<file path="config.mk">
export PLATFORM = sky130hd
export DESIGN_NAME = exc_ctrl
export DESIGN_NICKNAME = d
export VERILOG_FILES = /design/src/rtl/exc_pkg.sv /design/src/rtl/exc_ctrl.sv
export SDC_FILE = /design/constraint.sdc
export NUM_CORES = 1
export LEC_CHECK = 0
export ABC_AREA = 0
export CAP_MARGIN = 15
export CELL_PAD_IN_SITES_DETAIL_PLACEMENT = 0
export CELL_PAD_IN_SITES_GLOBAL_PLACEMENT = 1
export CORE_MARGIN = 4
export CORE_UTILIZATION = 27
export DETAILED_ROUTE_END_ITERATION = 7
export PLACE_DENSITY_LB_ADDON = 0.2
export SKIP_LAST_GASP = 1
export SYNTH_ARGS = -nofsm -noshare
export SYNTH_HDL_FRONTEND = slang
export SYNTH_SLANG_ARGS = --single-unit
</file>
<file path="constraint.sdc">
create_clock -name clk -period 3.9 [get_ports clk]
set_input_delay 1.17 -clock clk [delete_from_list [all_inputs] [get_ports clk]]
set_output_delay 1.17 -clock clk [all_outputs]
set_load 0.01 [all_outputs]
</file>
<file path="src/rtl/exc_pkg.sv">
// Shared definitions for the exception controller: FSM state encoding and
// exception-syndrome codes.
package exc_pkg;

    typedef enum logic [1:0] {
        IDLE    = 2'd0,
        HANDLER = 2'd1,
        LOCKUP  = 2'd2
    } exc_state_e;

    localparam logic [3:0] ESR_NONE  = 4'b0000;
    localparam logic [3:0] ESR_IRQ   = 4'b0001;
    localparam logic [3:0] ESR_INVOP = 4'b0010;

    function automatic logic [7:0] sat_inc8(input logic [7:0] v);
        return (v == 8'hFF) ? v : v + 8'd1;
    endfunction

endpackage

</file>
<file path="src/rtl/exc_ctrl.sv">
// Exception / interrupt controller: takes synchronous faults and external IRQs,
// saves return state, handles ERET and escalates nested faults to lockup.
module exc_ctrl
    import exc_pkg::*;
#(
    parameter logic [63:0] VECTOR_ADDR = 64'h0000_0000_0000_00D8
) (
    input  logic        clk,
    input  logic        reset,
    input  logic [3:0]  EStatus,
    input  logic        ExtIRQ,
    input  logic        ERet,
    input  logic [63:0] PC,
    output logic        Exc,
    output logic [63:0] ExcVector,
    output logic        ERetTake,
    output logic [63:0] ELR,
    output logic [3:0]  ESR,
    output logic        ExtIAck,
    output logic        InHandler,
    output logic        Lockup,
    output logic [7:0]  ExcCount
);

    exc_state_e state;
    logic       irq_pend;
    logic       sync_exc;
    logic       irq_take;

    assign sync_exc  = (EStatus != ESR_NONE);
    assign Exc       = !reset && (state == IDLE) && (sync_exc || irq_pend);
    // A sync fault wins the take; the IRQ stays pending behind it.
    assign irq_take  = Exc && !sync_exc;
    assign ERetTake  = !reset && (state == HANDLER) && ERet && !sync_exc;
    assign ExcVector = VECTOR_ADDR;
    assign InHandler = (state == HANDLER);
    assign Lockup    = (state == LOCKUP);

    always_ff @(posedge clk) begin
        if (reset) begin
            state    <= IDLE;
            irq_pend <= 1'b0;
            ELR      <= '0;
            ESR      <= ESR_NONE;
            ExcCount <= '0;
            ExtIAck  <= 1'b0;
        end else begin
            ExtIAck <= irq_take;
            if (irq_take)
                irq_pend <= 1'b0;
            else if (ExtIRQ)
                irq_pend <= 1'b1;

            case (state)
                IDLE: begin
                    if (Exc) begin
                        ELR      <= PC;
                        ESR      <= sync_exc ? EStatus : ESR_IRQ;
                        ExcCount <= sat_inc8(ExcCount);
                        state    <= HANDLER;
                    end
                end
                HANDLER: begin
                    if (sync_exc)
                        state <= LOCKUP;
                    else if (ERet)
                        state <= IDLE;
                end
                LOCKUP:  state <= LOCKUP;
                default: state <= IDLE;
            endcase
        end
    end

endmodule
</file>
==> impl_metrics.json <==
{
  "critPathLaunchType": "input port",
  "diodes": 0,
  "place.gp.congestion": 0.786,
  "grt_max_degree": 77,
  "wl_met1_um": 4400,
  "grt_overflow": 0,
  "core_um2": 12200,
  "dp_slack_ns": -0.185,
  "grt_pass1_wl_um": 15300,
  "top_level_ports": 217,
  "synthesis.area_um2": 3410,
  "initial_utilization_pct": 28.0,
  "hold_depth": 2,
  "nets": 642,
  "tightest_slew_ns": 0.852,
  "grt_pass1_vias": 2908,
  "top_layer_used": "met4",
  "synth-seq-area-share_pct": 47.0,
  "vias": 3114,
  "ys_seq_elements": 80,
  "arrival_ns": 2.67,
  "cts_tree": "yes",
  "dr_wl_met2_um": 4430,
  "cts.path.max_buffers": 2,
  "ant_nets": 0,
  "outcome": "completed",
  "yosysWarnings": 0,
  "rsz0062_at_grt": "no",
  "p_sw_share_pct": 26.6,
  "crit_type": "in2out",
  "dieArea_um2": 14500,
  "die_h_um": 120,
  "critPathCaptureType": "output pin",
  "stdcell_area_um2": 5080,
  "fin_skew_ns": 0.00360,
  "power.net_switching_uw": 551,
  "ff2ff_path_depth": 6,
  "synth_top_cell_area_share_pct": 47.0,
  "period_share_pct": 98.6,
  "yosysTopAreaCell": "dfxtp_1",
  "timing.fmax_mhz": 260,
  "synth_ff_type": "dfxtp_1",
  "drive_gt1_share_pct": 4.71,
  "syn_to_final_growth_pct": 49.1,
  "seq_power_share_pct": 44.1,
  "cts-root-buf": "clkbuf_16",
  "wl_met3_um": 818,
  "htree_num_levels": 3,
  "hold_buffers": 0,
  "cts_made_buffers": 9,
  "viasPerCell": 4.20,
  "required_ns": 2.73,
  "relSlewSlack_pct": 42.8,
  "drt_iter0_drc": 194,
  "combPwrFrac_pct": 20.9,
  "track_usage_pct": 13.3,
  "drc": 0,
  "hpwlAfterDp_um": 6940,
  "fillers": 1237,
  "yosys.cell_count.top_type": "nand2_1",
  "synth_edf_count": 0,
  "p_leak_nw": 1.95,
  "peakVddDrop_mv": 0.177,
  "yosys-top-cells-area": "dfxtp_1 47%, nand2_1 15%, buf_4 14%",
  "fin_ws_ns": 0.0555,
  "ys_types": 30,
  "antenna_found_initial": 0,
  "hold_viol_final": 0,
  "dpl_cell_area_um2": 4810,
  "rows": 40,
  "fp.dieW_um": 120,
  "pwr-share-clk_pct": 35.0,
  "clock-sinks": 80,
  "port_buffers": 152,
  "clk_latency_ns": 0.33,
  "synthCells": 422,
  "detail_route.wl_per_cell_um": 13.4,
  "avgSynthCellArea_um2": 8.07,
  "synth_commonest_cells": "138 x nand2_1, 80 x dfxtp_1, 72 x a21oi_1",
  "hp-class": "reg2reg",
  "cts_setup_buffers": 0,
  "period_minus_slack_ns": 3.84,
  "maxCapViolCount": 0,
  "async_reset_ff_share_pct": 0,
  "drv_slew": 0,
  "wirelength_um": 9900,
  "p_int_mw": 1.52,
  "power_mw": 2.07,
  "cp_max_fo": 2,
  "dr.pass1.iters": 6,
  "power_density_nw_per_um2": 408,
  "cts.clk_slew.worst_paths_ns": 0.06,
  "setup_viol": 0
}
## repair_timing
action                                  4_1_cts  5_1_grt
gates cloned                                  0        0
endpoints found under the setup margin        2        1
resized for setup                             2        2
## sequential cells by signal, indices dropped and copies added (netlist names)
register  count
ELR          64
ESR           4
ExcCount      8
ExtIAck       1
irq_pend      1
state         2
## area by class of cell
cell class	instances	area (um^2)	area share, %
clock buffer	14	244	4.80
clock inverter	1	5.00	0.0985
inverter	4	15.0	0.296
multi-input combinational	312	1410	27.8
sequential	80	1600	31.5
tap	168	210	4.14
timing repair buffer	162	1590	31.4
## placed cells by master, fill, tap and decap left out, types with 2 or more instances in the layout
cell / synthesis / layout
nor2_1: 5 / 5
or3_1: 2 / 2
o311ai_0: 4 / 4
clkbuf_1: 14 / 5
clkdlybuf4s50_1: 0 / 149
nand3_1: 3 / 3
o41ai_1: 3 / 3
dfxtp_1: 80 / 80
a311oi_1: 2 / 2
o21ai_0: 4 / 4
clkbuf_16: 0 / 9
a21oi_1: 72 / 72
nand2_1: 138 / 138
conb_1: 2 / 64
inv_1: 3 / 3
buf_4: 64 / 10
nor2b_1: 3 / 3
## cells by family after synthesis
group                      count (synthesis)  synth area share [%]
AOI/OAI and AO/OA                         89                  14.7
adders and majority gates                  1                 0.367
buffers and inverters                     92                  18.8
DFF                                       80                  47.0
other                                      2                 0.220
and+or+nand+nor                          158                  18.8
## power groups by stage
stage / combinational, mW / sequential, mW / clock [mW]
floorplan: 0.230 / 0.955 / 0
CTS: 0.439 / 0.914 / 0.764
global route: 0.477 / 0.921 / 0.790
finish: 0.433 / 0.913 / 0.725
global placement: 0.435 / 0.928 / 0
detailed placement: 0.438 / 0.931 / 0
## through the flow
step / hold slack [ns] / cells / setup TNS, ns / util, %
6_report: 0.451 / 741 / 0 / 41.8
5_1_grt: 0.470 / 741 / 0 / 41.8
4_1_cts: 0.454 / 741 / -0.117 / 41.7
3_5_place_dp: 0.446 / 726 / -0.342 / 39.6
3_3_place_gp: 0.442 / 726 / -0.325 / 39.6
2_1_floorplan: 0.481 / 484 / 0 / -
## critical path: stages
cell,delay (ns)
clkdlybuf4s50_1,0.43
or4_4,0.58
o21ai_4,0.16
inv_2,0.05
dlygate4sd2_1,0.29
## final timing paths
check | endpoint | slack [ns] | start
setup reg to reg | ExcCount[6] | 2.10 | state[1]
hold / removal | ELR[31] | 0.45 | ELR[31]
hold reg to reg | ELR[31] | 0.45 | ELR[31]
setup / recovery | Exc | 0.06 | EStatus[0]
## routing by layer
layer,global-route usage (%),up-vias
met2,20.5,136
met1,16.9,1418
met4,6.44,0
met5,0,-
li1,-,1545
met3,4.02,15
Note: power is estimated with default switching activity, not from simulation.
